File: src/rtl/io_uart_bridge.sv
// io_uart_bridge: device endpoint for the CPU's 16-bit parallel I/O port.
// Bytes are handed over with toggle handshakes, buffered in TX/RX FIFOs, and
// exchanged with an external device as 8N1 serial frames on txd/rxd.
module io_uart_bridge #(
  parameter int CLKS_PER_BIT = 16,
  parameter int FIFO_DEPTH   = 8
) (
  input  logic        clk,
  input  logic        reset,
  input  logic [15:0] ioOut,
  output logic [15:0] ioIn,
  output logic        txd,
  input  logic        rxd
);

  localparam int BAUD_W = $clog2(CLKS_PER_BIT);
  localparam int PTR_W  = $clog2(FIFO_DEPTH);
  localparam int CNT_W  = PTR_W + 1;

  localparam logic [BAUD_W-1:0] BAUD_LAST = BAUD_W'(CLKS_PER_BIT - 1);
  localparam logic [BAUD_W-1:0] BAUD_HALF = BAUD_W'(CLKS_PER_BIT / 2 - 1);
  localparam logic [CNT_W-1:0]  CNT_FULL  = CNT_W'(FIFO_DEPTH);

  typedef enum logic [1:0] {TX_IDLE, TX_START, TX_DATA, TX_STOP} tx_state_t;
  typedef enum logic [1:0] {RX_IDLE, RX_START, RX_DATA, RX_STOP} rx_state_t;

  // CPU side
  logic [15:0] cpu_q;
  logic        tx_prev;
  logic        rx_prev;
  logic        ovr_flag;
  logic        fe_flag;
  logic        unused_cpu_bits;

  // TX FIFO and serializer
  logic [7:0]        tx_mem [FIFO_DEPTH];
  logic [PTR_W-1:0]  tx_wr;
  logic [PTR_W-1:0]  tx_rd;
  logic [CNT_W-1:0]  tx_count;
  logic [CNT_W-1:0]  tx_count_n;
  tx_state_t         tx_state;
  logic [BAUD_W-1:0] tx_baud;
  logic [2:0]        tx_bit;
  logic [7:0]        tx_shift;

  // RX FIFO and deserializer
  logic [7:0]        rx_mem [FIFO_DEPTH];
  logic [PTR_W-1:0]  rx_wr;
  logic [PTR_W-1:0]  rx_rd;
  logic [PTR_W-1:0]  rx_rd_n;
  logic [CNT_W-1:0]  rx_count;
  logic [CNT_W-1:0]  rx_count_n;
  rx_state_t         rx_state;
  logic [BAUD_W-1:0] rx_baud;
  logic [2:0]        rx_bit;
  logic [7:0]        rx_shift;
  logic              rx_break;
  logic              rxd_s1;
  logic              rxd_s2;

  // Per-edge events
  logic       tx_req;
  logic       rx_req;
  logic       tx_full;
  logic       rx_full;
  logic       tx_pop;
  logic       tx_push;
  logic       tx_drop;
  logic       rx_pop;
  logic       rx_frame_done;
  logic       rx_push;
  logic       rx_drop;
  logic       fe_set;
  logic       ovr_n;
  logic       fe_n;
  logic [7:0] rx_head_n;

  // Port bits 12:8 carry nothing for this device
  assign unused_cpu_bits = ^cpu_q[12:8];

  // Decode handshake requests and FIFO traffic for the current edge
  always_comb begin
    tx_req  = cpu_q[15] != tx_prev;
    rx_req  = cpu_q[14] != rx_prev;
    tx_full = tx_count == CNT_FULL;
    rx_full = rx_count == CNT_FULL;

    // The serializer takes a byte whenever it is idle or just finishing a stop bit
    tx_pop  = (tx_count != '0) &&
              ((tx_state == TX_IDLE) || ((tx_state == TX_STOP) && (tx_baud == BAUD_LAST)));
    tx_push = tx_req && (!tx_full || tx_pop);
    tx_drop = tx_req && tx_full && !tx_pop;

    rx_pop        = rx_req && (rx_count != '0);
    rx_frame_done = (rx_state == RX_STOP) && !rx_break && (rx_baud == BAUD_LAST);
    rx_push       = rx_frame_done && rxd_s2 && (!rx_full || rx_pop);
    rx_drop       = rx_frame_done && rxd_s2 && rx_full && !rx_pop;
    fe_set        = rx_frame_done && !rxd_s2;
  end

  // Next FIFO occupancy, sticky flags and RX head as they will stand after this edge
  always_comb begin
    tx_count_n = tx_count;
    if (tx_push && !tx_pop) begin
      tx_count_n = tx_count + 1'b1;
    end else if (!tx_push && tx_pop) begin
      tx_count_n = tx_count - 1'b1;
    end

    rx_count_n = rx_count;
    if (rx_push && !rx_pop) begin
      rx_count_n = rx_count + 1'b1;
    end else if (!rx_push && rx_pop) begin
      rx_count_n = rx_count - 1'b1;
    end

    rx_rd_n = rx_pop ? rx_rd + 1'b1 : rx_rd;

    // A byte landing in an otherwise empty FIFO is not in memory yet, so bypass it
    if (rx_count_n == '0) begin
      rx_head_n = 8'h00;
    end else if (rx_push && (rx_rd_n == rx_wr)) begin
      rx_head_n = rx_shift;
    end else begin
      rx_head_n = rx_mem[rx_rd_n];
    end

    ovr_n = ovr_flag;
    fe_n  = fe_flag;
    if (cpu_q[13]) begin
      ovr_n = 1'b0;
      fe_n  = 1'b0;
    end
    if (tx_drop || rx_drop) begin
      ovr_n = 1'b1;
    end
    if (fe_set) begin
      fe_n = 1'b1;
    end
  end

  // Register the CPU word on every edge, reset or not
  always_ff @(posedge clk) begin
    cpu_q <= ioOut;
  end

  // Two-flop synchronizer for the asynchronous serial input
  always_ff @(posedge clk) begin
    if (!reset) begin
      rxd_s1 <= 1'b1;
      rxd_s2 <= 1'b1;
    end else begin
      rxd_s1 <= rxd;
      rxd_s2 <= rxd_s1;
    end
  end

  // Handshake state, FIFO pointers/counts, stickies and the registered ioIn word
  always_ff @(posedge clk) begin
    if (!reset) begin
      tx_prev  <= ioOut[15];
      rx_prev  <= ioOut[14];
      tx_wr    <= '0;
      tx_rd    <= '0;
      tx_count <= '0;
      rx_wr    <= '0;
      rx_rd    <= '0;
      rx_count <= '0;
      ovr_flag <= 1'b0;
      fe_flag  <= 1'b0;
      ioIn     <= {ioOut[15:14], 14'b0};
    end else begin
      tx_prev  <= cpu_q[15];
      rx_prev  <= cpu_q[14];
      if (tx_push) begin
        tx_wr <= tx_wr + 1'b1;
      end
      if (tx_pop) begin
        tx_rd <= tx_rd + 1'b1;
      end
      tx_count <= tx_count_n;
      if (rx_push) begin
        rx_wr <= rx_wr + 1'b1;
      end
      rx_rd    <= rx_rd_n;
      rx_count <= rx_count_n;
      ovr_flag <= ovr_n;
      fe_flag  <= fe_n;
      ioIn     <= {cpu_q[15], cpu_q[14], tx_count_n == CNT_FULL, rx_count_n != '0,
                   ovr_n, fe_n, 2'b00, rx_head_n};
    end
  end

  // TX FIFO storage write
  always_ff @(posedge clk) begin
    if (reset && tx_push) begin
      tx_mem[tx_wr] <= cpu_q[7:0];
    end
  end

  // RX FIFO storage write
  always_ff @(posedge clk) begin
    if (reset && rx_push) begin
      rx_mem[rx_wr] <= rx_shift;
    end
  end

  // TX serializer: start bit, 8 data bits LSB first, stop bit, chaining frames back to back
  always_ff @(posedge clk) begin
    if (!reset) begin
      tx_state <= TX_IDLE;
      tx_baud  <= '0;
      tx_bit   <= '0;
      tx_shift <= '0;
      txd      <= 1'b1;
    end else begin
      case (tx_state)
        TX_IDLE: begin
          if (tx_pop) begin
            tx_shift <= tx_mem[tx_rd];
            tx_baud  <= '0;
            txd      <= 1'b0;
            tx_state <= TX_START;
          end
        end
        TX_START: begin
          if (tx_baud == BAUD_LAST) begin
            tx_baud  <= '0;
            tx_bit   <= '0;
            txd      <= tx_shift[0];
            tx_shift <= {1'b0, tx_shift[7:1]};
            tx_state <= TX_DATA;
          end else begin
            tx_baud <= tx_baud + 1'b1;
          end
        end
        TX_DATA: begin
          if (tx_baud == BAUD_LAST) begin
            tx_baud <= '0;
            if (tx_bit == 3'd7) begin
              txd      <= 1'b1;
              tx_state <= TX_STOP;
            end else begin
              tx_bit   <= tx_bit + 3'd1;
              txd      <= tx_shift[0];
              tx_shift <= {1'b0, tx_shift[7:1]};
            end
          end else begin
            tx_baud <= tx_baud + 1'b1;
          end
        end
        TX_STOP: begin
          if (tx_baud == BAUD_LAST) begin
            tx_baud <= '0;
            if (tx_pop) begin
              tx_shift <= tx_mem[tx_rd];
              txd      <= 1'b0;
              tx_state <= TX_START;
            end else begin
              tx_state <= TX_IDLE;
            end
          end else begin
            tx_baud <= tx_baud + 1'b1;
          end
        end
        default: begin
          tx_state <= TX_IDLE;
          txd      <= 1'b1;
        end
      endcase
    end
  end

  // RX deserializer: mid-bit sampling, glitch rejection, framing-error recovery
  always_ff @(posedge clk) begin
    if (!reset) begin
      rx_state <= RX_IDLE;
      rx_baud  <= '0;
      rx_bit   <= '0;
      rx_shift <= '0;
      rx_break <= 1'b0;
    end else begin
      case (rx_state)
        RX_IDLE: begin
          if (!rxd_s2) begin
            rx_baud  <= '0;
            rx_state <= RX_START;
          end
        end
        RX_START: begin
          if (rx_baud == BAUD_HALF) begin
            rx_baud <= '0;
            rx_bit  <= '0;
            if (!rxd_s2) begin
              rx_state <= RX_DATA;
            end else begin
              rx_state <= RX_IDLE;
            end
          end else begin
            rx_baud <= rx_baud + 1'b1;
          end
        end
        RX_DATA: begin
          if (rx_baud == BAUD_LAST) begin
            rx_baud  <= '0;
            rx_shift <= {rxd_s2, rx_shift[7:1]};
            if (rx_bit == 3'd7) begin
              rx_state <= RX_STOP;
            end else begin
              rx_bit <= rx_bit + 3'd1;
            end
          end else begin
            rx_baud <= rx_baud + 1'b1;
          end
        end
        RX_STOP: begin
          if (rx_break) begin
            if (rxd_s2) begin
              rx_break <= 1'b0;
              rx_state <= RX_IDLE;
            end
          end else if (rx_baud == BAUD_LAST) begin
            rx_baud <= '0;
            if (rxd_s2) begin
              rx_state <= RX_IDLE;
            end else begin
              rx_break <= 1'b1;
            end
          end else begin
            rx_baud <= rx_baud + 1'b1;
          end
        end
        default: begin
          rx_state <= RX_IDLE;
          rx_break <= 1'b0;
        end
      endcase
    end
  end

endmodule
File: config.mk
export PLATFORM = sky130hd
export DESIGN_NAME = io_uart_bridge
export DESIGN_NICKNAME = d
export VERILOG_FILES = /design/src/rtl/io_uart_bridge.sv
export SDC_FILE = /design/constraint.sdc
export NUM_CORES = 1
export LEC_CHECK = 0
export BUFFER_PORTS_ARGS = -buffer_cell sky130_fd_sc_hd__clkbuf_2
export CAP_MARGIN = 10
export CORE_UTILIZATION = 45
export DETAILED_ROUTE_END_ITERATION = 10
export SKIP_LAST_GASP = 1
export SYNTH_ARGS = -nofsm -noshare
export SYNTH_HDL_FRONTEND = slang
export SYNTH_SLANG_ARGS = --single-unit
File: constraint.sdc
create_clock -name clk -period 2.4 [get_ports clk]
set_input_delay 0.48 -clock clk [delete_from_list [all_inputs] [get_ports clk]]
set_output_delay 0.48 -clock clk [all_outputs]
set_load 0.005 [all_outputs]
Word-level counts from Yosys, hierarchy flattened
Memory sizes are Yosys's and may differ from the RTL's. A register that Yosys moved wholly into a read port is not among the register bits.
Cells that the tools add are included.
{"block": "word_totals", "reg_bits": 94, "ramBits": 128, "input_bits": 19, "out_inout_bits": 17, "word_cells": 188, "n_memories": 2}
{"block": "classes", "n_addsub": 12, "n_eq_ne": 30, "mux": 67, "bitwise_logic": 1, "n_reduce_logical": 50}
{"name": "rx_mem", "depth": 8, "width": 8, "rd": 1, "rd_clocked_by_memory_dff": 0, "wr": 1, "line": "47", "rtl": "logic [7:0] rx_mem [FIFO_DEPTH];"}
{"name": "tx_mem", "depth": 8, "width": 8, "rd": 1, "rd_clocked_by_memory_dff": 1, "wr": 1, "line": "36", "rtl": "logic [7:0] tx_mem [FIFO_DEPTH];"}
{"operator": "$mux 8", "count": 7}
{"operator": "$mux 4", "count": 10}
{"operator": "$pmux 8 s4", "count": 1}
{"operator": "$mux 3", "count": 9}
{"operator": "$mux 2", "count": 13}
{"operator": "$ne 2x2->1 const B", "count": 11}
{"operator": "$eq 4x4->1 const B", "count": 5}
{"operator": "$logic_and 1x1->1", "count": 20}
{"operator": "$mux 1", "count": 19}
{"operator": "$add 3x1->3 const B", "count": 6}
{"operator": "$add 4x1->4 const B", "count": 4}
{"operator": "$mux 16", "count": 1}
{"operator": "$pmux 2 s4", "count": 2}
{"operator": "$pmux 4 s4", "count": 1}
{"operator": "$pmux 3 s2", "count": 2}
{"operator": "$reduce_and 4->1", "count": 3}
{"operator": "$reduce_bool 4->1", "count": 3}
{"operator": "$reduce_and 5->1", "count": 2}
{"operator": "$eq 2x2->1 const B", "count": 4}
{"operator": "$logic_not 1->1", "count": 8}
{"operator": "$pmux 4 s2", "count": 1}
{"operator": "$sub 4x1->4 const B", "count": 2}
{"operator": "$eq 3x3->1 const B", "count": 2}
{"operator": "$eq 2x1->1 const B", "count": 2}
{"operator": "other kinds (15)", "count": 22}

Logic depth before layout (Yosys ltp)
Gate-level depths: netlist of run 1.
{"block": "logic_depth", "ltp_word": 12, "ltp_mapped": 12, "mapped_depth_nobuf": 8}

Worst setup path after synthesis of run 1
OpenSTA, ideal clock, no wires.
{"block": "synth_path", "kind": "flip-flop to flip-flop", "from": "reg rx_baud[0]", "to": "mem rx_mem[2][0] (enable)", "setup_time_ns": 0.383, "arrival_ns": 2.151, "t_required_ns": 2.017, "setup_slack_ns": -0.134, "path_stages_with_launch": 8, "path_buffers": 1, "period_less_slack_ns": 2.534, "cell_sequence": "dfxtp_1 ha_1 nand3_1 nor2_1 and2_1 buf_2 nand3_1 nor3_1"}
{"block": "synth_between", "elab_chain_cells": 7}
{"item": "start, declared", "line": "54", "rtl": "logic [BAUD_W-1:0] rx_baud;"}
{"item": "start signal, assigned", "line": "300", "rtl": "rx_baud <= rx_baud + 1'b1;"}
{"item": "start signal, assigned", "line": "313", "rtl": "rx_baud <= rx_baud + 1'b1;"}
{"item": "start signal, assigned", "line": "330", "rtl": "rx_baud <= rx_baud + 1'b1;"}
{"item": "$eq 4x4->1", "line": "95", "rtl": "rx_frame_done = (rx_state == RX_STOP) && !rx_break && (rx_baud == BAUD_LAST);"}
{"item": "$logic_and 1x1->1", "line": "95"}
{"item": "$logic_and 1x1->1 (2 in a row)", "line": "96", "rtl": "rx_push = rx_frame_done && rxd_s2 && (!rx_full || rx_pop);"}
{"item": "$logic_and 1x1->1", "line": "203", "rtl": "if (reset && rx_push) begin"}
{"item": "$mux 1", "line": "203"}
{"item": "$mux 1 (implied by the code)", "line": "204", "rtl": "rx_mem[rx_wr] <= rx_shift;"}
{"item": "end, declared", "line": "47"}
Every way passes these cells.

Worst setup path in the final report of run 1
{"block": "layout_path", "from": "reg rx_baud[0]", "to": "reg ioIn[2]"}
{"block": "layout_between", "elab_chain_cells": 10, "elab_cells_between_ends": 13, "cone_classes": "1 x eq/ne; 3 x mux; 9 x reduce/logical"}
{"item": "$eq 4x4->1 (*)", "line": "95"}
{"item": "$logic_and 1x1->1 (*)", "line": "95"}
{"item": "$logic_and 1x1->1 (*) (2 in a row)", "line": "96"}
{"item": "$logic_not 1->1", "line": "113", "rtl": "end else if (!rx_push && rx_pop) begin"}
{"item": "$logic_and 1x1->1", "line": "113"}
{"item": "$mux 4", "line": "113"}
{"item": "$mux 4", "line": "111", "rtl": "if (rx_push && !rx_pop) begin"}
{"item": "$logic_not 4->1", "line": "120", "rtl": "if (rx_count_n == '0) begin"}
{"item": "$reduce_or 2->1 (no source line)"}
{"item": "end signal, assigned", "line": "171", "rtl": "ioIn <= {ioOut[15:14], 14'b0};"}
{"item": "end signal, assigned", "line": "189", "rtl": "ioIn <= {cpu_q[15], cpu_q[14], tx_count_n == CNT_FULL, rx_count_n != '0,"}
{"item": "end, declared", "line": "11", "rtl": "output logic [15:0] ioIn,"}
Mark *: on every way between the ends. The rest lies on a longest branch, timed or not.
A chain may end at the register's enable or synchronous reset.

==> results of run 1 <==
## worst paths after layout
check,start,endpoint,slack [ns],cells past startpoint
setup / recovery,rx_baud[0],ioIn[2],0.10,9
hold reg to reg,rxd_s1,rxd_s2,0.41,1
hold / removal,ioOut[3],cpu_q[3],0.07,1
setup reg to reg,rx_baud[0],ioIn[2],0.10,9
## timing repair
action	4_1_cts	5_1_grt
gates cloned	1	0
resized for setup	6	16
pin swaps	1	2
endpoints found under the setup margin	9	18
## kinds of logic (layout without fill, tap and decap cells)
| family | after synthesis | count (layout) | share of synthesized area |
|---|---|---|---|
| and+or+nand+nor | 187 | 187 | 0.104 |
| xor gates and xnor gates | 21 | 21 | 0.0229 |
| buffers and inverters | 58 | 134 | 0.0289 |
| muxes | 90 | 90 | 0.161 |
| other | 1 | 2 | 0.000392 |
| DFF | 214 | 214 | 0.582 |
| AOI/OAI and AO/OA | 100 | 100 | 0.0768 |
| adders and majority gates | 19 | 19 | 0.0248 |
## area by class of cell
class / instances / area (um2)
Multi-Input combinational cell: 419 / 3840
Clock buffer: 27 / 601
Inverter: 19 / 71.3
Fill cell: 1724 / 9440
Sequential cell: 214 / 5570
Clock inverter: 13 / 186
Tap cell: 270 / 338
Timing Repair Buffer: 75 / 522
## synth_stat cells (2+ instances only)
library cell | number | area (um2)
a21boi_0 | 9 | 67.6
a21oi_1 | 16 | 80.1
a31oi_1 | 7 | 43.8
a41oi_1 | 3 | 26.3
and2_1 | 15 | 93.8
and3_1 | 3 | 18.8
buf_1 | 3 | 11.3
buf_2 | 8 | 40.0
buf_4 | 6 | 45.0
buf_6 | 2 | 22.5
clkbuf_1 | 19 | 71.3
dfxtp_1 | 86 | 1720
edfxtp_1 | 128 | 3840
ha_1 | 19 | 238
inv_1 | 19 | 71.3
mux2_2 | 3 | 33.8
mux2_4 | 7 | 105
mux2i_1 | 32 | 320
mux4_2 | 48 | 1080
nand2_1 | 48 | 180
nand2b_1 | 15 | 93.8
nand3_1 | 21 | 105
nand3b_1 | 3 | 22.5
nor2_1 | 19 | 71.3
nor2b_1 | 33 | 206
nor3_1 | 12 | 60.1
nor3b_1 | 5 | 37.5
nor4_1 | 3 | 18.8
o211a_1 | 2 | 20.0
o211ai_1 | 10 | 75.1
o211ai_2 | 7 | 87.6
o21a_1 | 3 | 22.5
o21ai_0 | 25 | 125
o22ai_1 | 2 | 12.5
o31a_1 | 2 | 17.5
o31ai_1 | 3 | 22.5
xnor2_1 | 10 | 87.6
xnor3_1 | 2 | 45.0
xor2_1 | 8 | 70.1
## stage by stage
step	setup TNS, ns	util
6_report	0	0.541
5_1_grt	-0.0424	0.541
4_1_cts	0	0.538
3_5_place_dp	0	0.498
3_3_place_gp	0	0.498
2_1_floorplan	0	-
## state kept, by name, summed over array words and instances, names as in the netlist, 2 cells and up, named ones only
register / count
rx_wr: 3
tx_baud: 4
tx_rd: 3
rx_shift: 8
tx_shift: 8
tx_state: 2
rx_baud: 4
cpu_q: 11
tx_bit: 3
rx_bit: 3
tx_count: 4
rx_rd: 3
tx_wr: 3
tx_mem: 64
ioIn: 14
rx_mem: 64
rx_count: 4
## where the power goes
part           internal [mW]  switching (mW)
clock                   2.31            1.37
combinational           1.83            1.92
sequential              4.12           0.203
total                   8.26            3.50
## routing by layer
| layer | track usage | vias to the layer above | share of wire |
|---|---|---|---|
| met2 | 0.322 | 123 | 0.51 |
| li1 | - | 2719 | - |
| met5 | 0 | - | 0 |
| met3 | 0.0269 | 38 | 0.039 |
| met1 | 0.224 | 2851 | 0.43 |
| met4 | 0.0572 | 0 | 0.024 |
==> results.yml, run 1 <==
layout:
  final_area_mm2: 0.0111
  final_cells: 1037
  syn_to_final_growth_pct: 16.2
  drive_gt1_frac: 0.257
  antenna_cells: 0
  layout.nets: 790
  final_common_cell: "edfxtp_1"
  final_cell_mix: "edfxtp_1 (128), dfxtp_1 (85), nand2_1 (48), mux4_2 (48), buf_4 (44)"
routing:
  drt_iter0_markers: 365
  first_pass_iters: 4
  vias: 5731
  drc: 0
  via_per_inst: 5.53
  ant_nets: 0
  totalWireLength_um: 18700
  drt-wirelength-per-cell_um: 18.0
clock_tree:
  postCtsSetupRepairBufs: 0
  clk_pin_slew_ns: 0.06
  cts.sink_count: 214
  cts_max_level: 1
  cts_tree: "yes"
  hold_buffers: 0
  cts_buffer_depth: 3
  insertion_delay_ns: 0.50
  cts_root_buf: "clkbuf_16"
  cts_buffers: 23
power:
  ir_drop_mv: 0.689
  power_mw: 11.8
  power_density_mw_per_mm2: 1060
  leakage_nw: 3.89
timing:
  setup_slack_ns: 0.101
  final_hold_viol_count: 0
  worst_slew_pin_slew_ns: 0.764
  final.period_utilization: 0.958
  fin_hold_ws_ns: 0.0743
  layout_min_cycle_time_ns: 2.30
  final_max_slew_viol_count: 0
  setup_viol: 0
  relSlewSlack: 0.487
  clock_skew_ns: 0.00652
  fmax_mhz: 435
global_route:
  grt_usage: 0.180
  grt_overflow: 0
  antenna_found_initial: 0
  grt_pass1_vias: 6022
  grt_start_max_net_pins: 40
  grt_pass1_wl_um: 31100
synthesis:
  synth_area_mm2: 0.00957
  synth.distinct_cells: 63
  yosysWarnings: 0
  synth_edf_count: 128
  synthCells: 690
  async_flop_share: 0
  avgSynthCellArea_um2: 13.9
  ys_seq_area_frac: 0.582
  ys.flop_type: "edfxtp_1"
  ys_seq_elements: 214
place:
  hpwl_um: 12400
  dp_slack_ns: 0.0189
  placed_cell_area_mm2: 0.0102
  portBuffers: 28
  dpl.cell_count: 997
  place_congestion: 0.813
critical_path:
  required_ns: 2.79
  crit_type: "reg2reg"
  worstPathArrival_ns: 2.69
  path_max_fanout: 6
  slowest_delay_ns: 0.45
  cp_common_cell: "buf_4"
  cp_top_family: "compound AO/OA/AOI/OAI gates"
  worst-path-buf-inv: 2
  slowest_stage: "o41ai_4"
  path_cells: "ha_4 > nand3_2 > nor2_1 > buf_4 > mux2i_1 > xnor2_1 > o41ai_4 > buf_4 > a21oi_1"
  start_kind: "flip-flop"
  end_kind: "flip-flop"
die:
  die_h_um: 148
  ios: 36
  core_area_mm2: 0.0206
  die-area_mm2: 0.0218
  fp.dieW_um: 148
  rows: 52
  start_util: 0.465
run:
  drv_cap: 0
worst_hold_path:
  hp-class: "in2reg"
run_status:
  outcome: "finished clean"
Note: power is estimated with default switching activity, not from simulation.
==> inputs of run 2 (changes only) <==
Settings changed: CORE_ASPECT_RATIO set to 1.2, CORE_MARGIN set to 3, CORE_UTILIZATION 45 to 55, PLACE_DENSITY set to 0.75.
==> run 2 against run 1 <==
  * Clock skew is 0.011 ns higher
  * Highest routed layer unchanged
  * Worst hold slack improved by 0.0043 ns
  * Combinational power shrank 5%
  * Non-clock buffer count fell by 6
  * Cell area shrank 2.7%
  * Critical path type unchanged
  * Die area is 13% lower
  * Flip-flop and latch count unchanged
  * Via count fell by 0.89%
  * Register-to-register slack about the same
  * Fmax down 0.24%
==> results.yml, run 2 (synthesized netlist as in run 1, its figures left out) <==
clock_tree:
  cts_buffers: 21
  cts_max_level: 1
  clk_pin_slew_ns: 0.06
  cts_buffer_depth: 3
  cts_root_buf: "clkbuf_16"
  cts_tree: "yes"
  cts.sink_count: 214
  hold_buffers: 0
  insertion_delay_ns: 0.50
layout:
  final_area_mm2: 0.0108
  layout.nets: 782
  drive_gt1_frac: 0.241
  final_common_cell: "edfxtp_1"
  antenna_cells: 0
  final_util: 0.637
  final_cell_mix: "edfxtp_1 (128), dfxtp_1 (85), nand2_1 (48), mux4_2 (48), buf_4 (38)"
  syn_to_final_growth_pct: 13.1
  largestRegisters: "rx_mem: 64 flops, tx_mem: 64 flops, ioIn: 14 flops"
routing:
  totalWireLength_um: 18100
  first_pass_iters: 5
  drt-wirelength-per-cell_um: 18.6
  vias: 5680
  via_per_inst: 5.83
  drc: 0
  drt_iter0_markers: 377
  ant_nets: 0
die:
  ios: 36
  rows: 52
  core_area_mm2: 0.0170
  die_h_um: 150
  die-area_mm2: 0.0190
  start_util: 0.563
  fp.dieW_um: 126
critical_path:
  required_ns: 2.77
  rr_worst_depth: 9
  reg2reg_setup_slack_ns: 0.1
  critPathCapture: "ioIn[7]"
  startpoint: "rx_count[1]"
  reg2reg_from: "rx_count[1]"
  r2r-end: "ioIn[7]"
  end_kind: "flip-flop"
  crit_type: "reg2reg"
  start_kind: "flip-flop"
  path_max_fanout: 17
  worstPathArrival_ns: 2.67
run_status:
  outcome: "finished clean"
timing:
  final_max_slew_viol_count: 0
  final.period_utilization: 0.960
  relSlewSlack: 0.472
  rsz0062_at_grt: "yes"
  clock_skew_ns: 0.0179
  fmax_mhz: 434
  layout_min_cycle_time_ns: 2.30
  setup_viol: 0
  worst_slew_pin_slew_ns: 0.786
  final_hold_viol_count: 0
global_route:
  grt_overflow: 0
  grt_start_max_net_pins: 70
  grt_pass1_wl_um: 30000
  antenna_found_initial: 0
  grt_usage: 0.196
  grt_pass1_vias: 5898
power:
  ir_drop_mv: 0.657
  power_density_mw_per_mm2: 1010
  power_mw: 11.0
  leakage_nw: 3.80
place:
  placed_cell_area_mm2: 0.0101
  place_congestion: 0.878
  portBuffers: 28
  hpwl_um: 12000
worst_hold_path:
  hp-class: "in2reg"
run:
  drv_cap: 0
run 2: changes by cell type in the layout (fill, tap and decap cells not counted), moves of 2 or more:
cell and change:
buf_4 -6, clkinv_1 -5, clkinv_2 +4, bufinv_16 -4, inv_1 +2, inv_2 -2
clkbuf_1 +3, clkbuf_8 +2, a31oi_1 +2, mux2i_1 +2, a31oi_2 -2, clkbuf_16 -2
run 2: area by class of cell:
type                    count  area, um2
clock buffers              30        589
clock inverters             8       68.8
fillers                  1238       6160
inverters                  19       71.3
multi-input cells         419       3780
flip-flops and latches    214       5570
well taps                 216        270
repair buffers             69        477
run 2: layer usage:
metal  routed length (um)  track usage
met5                    0            0
met4                  299       0.0585
met3                  814       0.0277
met2                 9810        0.365
met1                 7220        0.237
run 2: worst min-delay path by stage:
stage | slack [ns] | end | cells past startpoint | start
finish | 0.08 | cpu_q[5] | 1 | ioOut[5]
floorplan | 0.39 | rxd_s2 | 1 | rxd_s1
global placement | 0.40 | rxd_s2 | 1 | rxd_s1
CTS | 0.06 | cpu_q[2] | 1 | ioOut[2]
detailed placement | 0.40 | rxd_s2 | 1 | rxd_s1
global route | 0.06 | cpu_q[7] | 1 | ioOut[7]
run 2: repair_timing:
action | 4_1_cts | 5_1_grt
endpoints found under the setup margin | 1 | 74
buffers inserted | 0 | 0
resized for setup | 1 | 10
pin swaps | 0 | 2
run 2: metrics by stage:
step	instances	setup slack, ns	hold slack [ns]	setup TNS (ns)
6_report	975	0.0955	0.0786	0
5_1_grt	975	-0.0171	0.0573	-0.0171
2_1_floorplan	691	0.0291	0.386	0
4_1_cts	975	0.0152	0.0574	0
3_3_place_gp	937	0.0733	0.402	0
3_5_place_dp	937	0.0447	0.399	0
run 2: power by group:
| part | leakage [nW] | total [mW] | switching (mW) | internal, mW |
|---|---|---|---|---|
| clock | 0.330 | 3.13 | 1.30 | 1.82 |
| sequential | 1.87 | 4.31 | 0.194 | 4.12 |
| combinational | 1.59 | 3.55 | 1.82 | 1.73 |
| total | 3.80 | 11.0 | 3.31 | 7.67 |
run 2: critical path, cell delays in order (launching register included):
cell,delay [ns]
dfxtp_1,0.31
inv_1,0.09
ha_4,0.15
or3b_4,0.39
and4_4,0.24
or2_1,0.25
buf_12,0.17
mux2_4,0.30
o211ai_1,0.18
a21oi_1,0.09
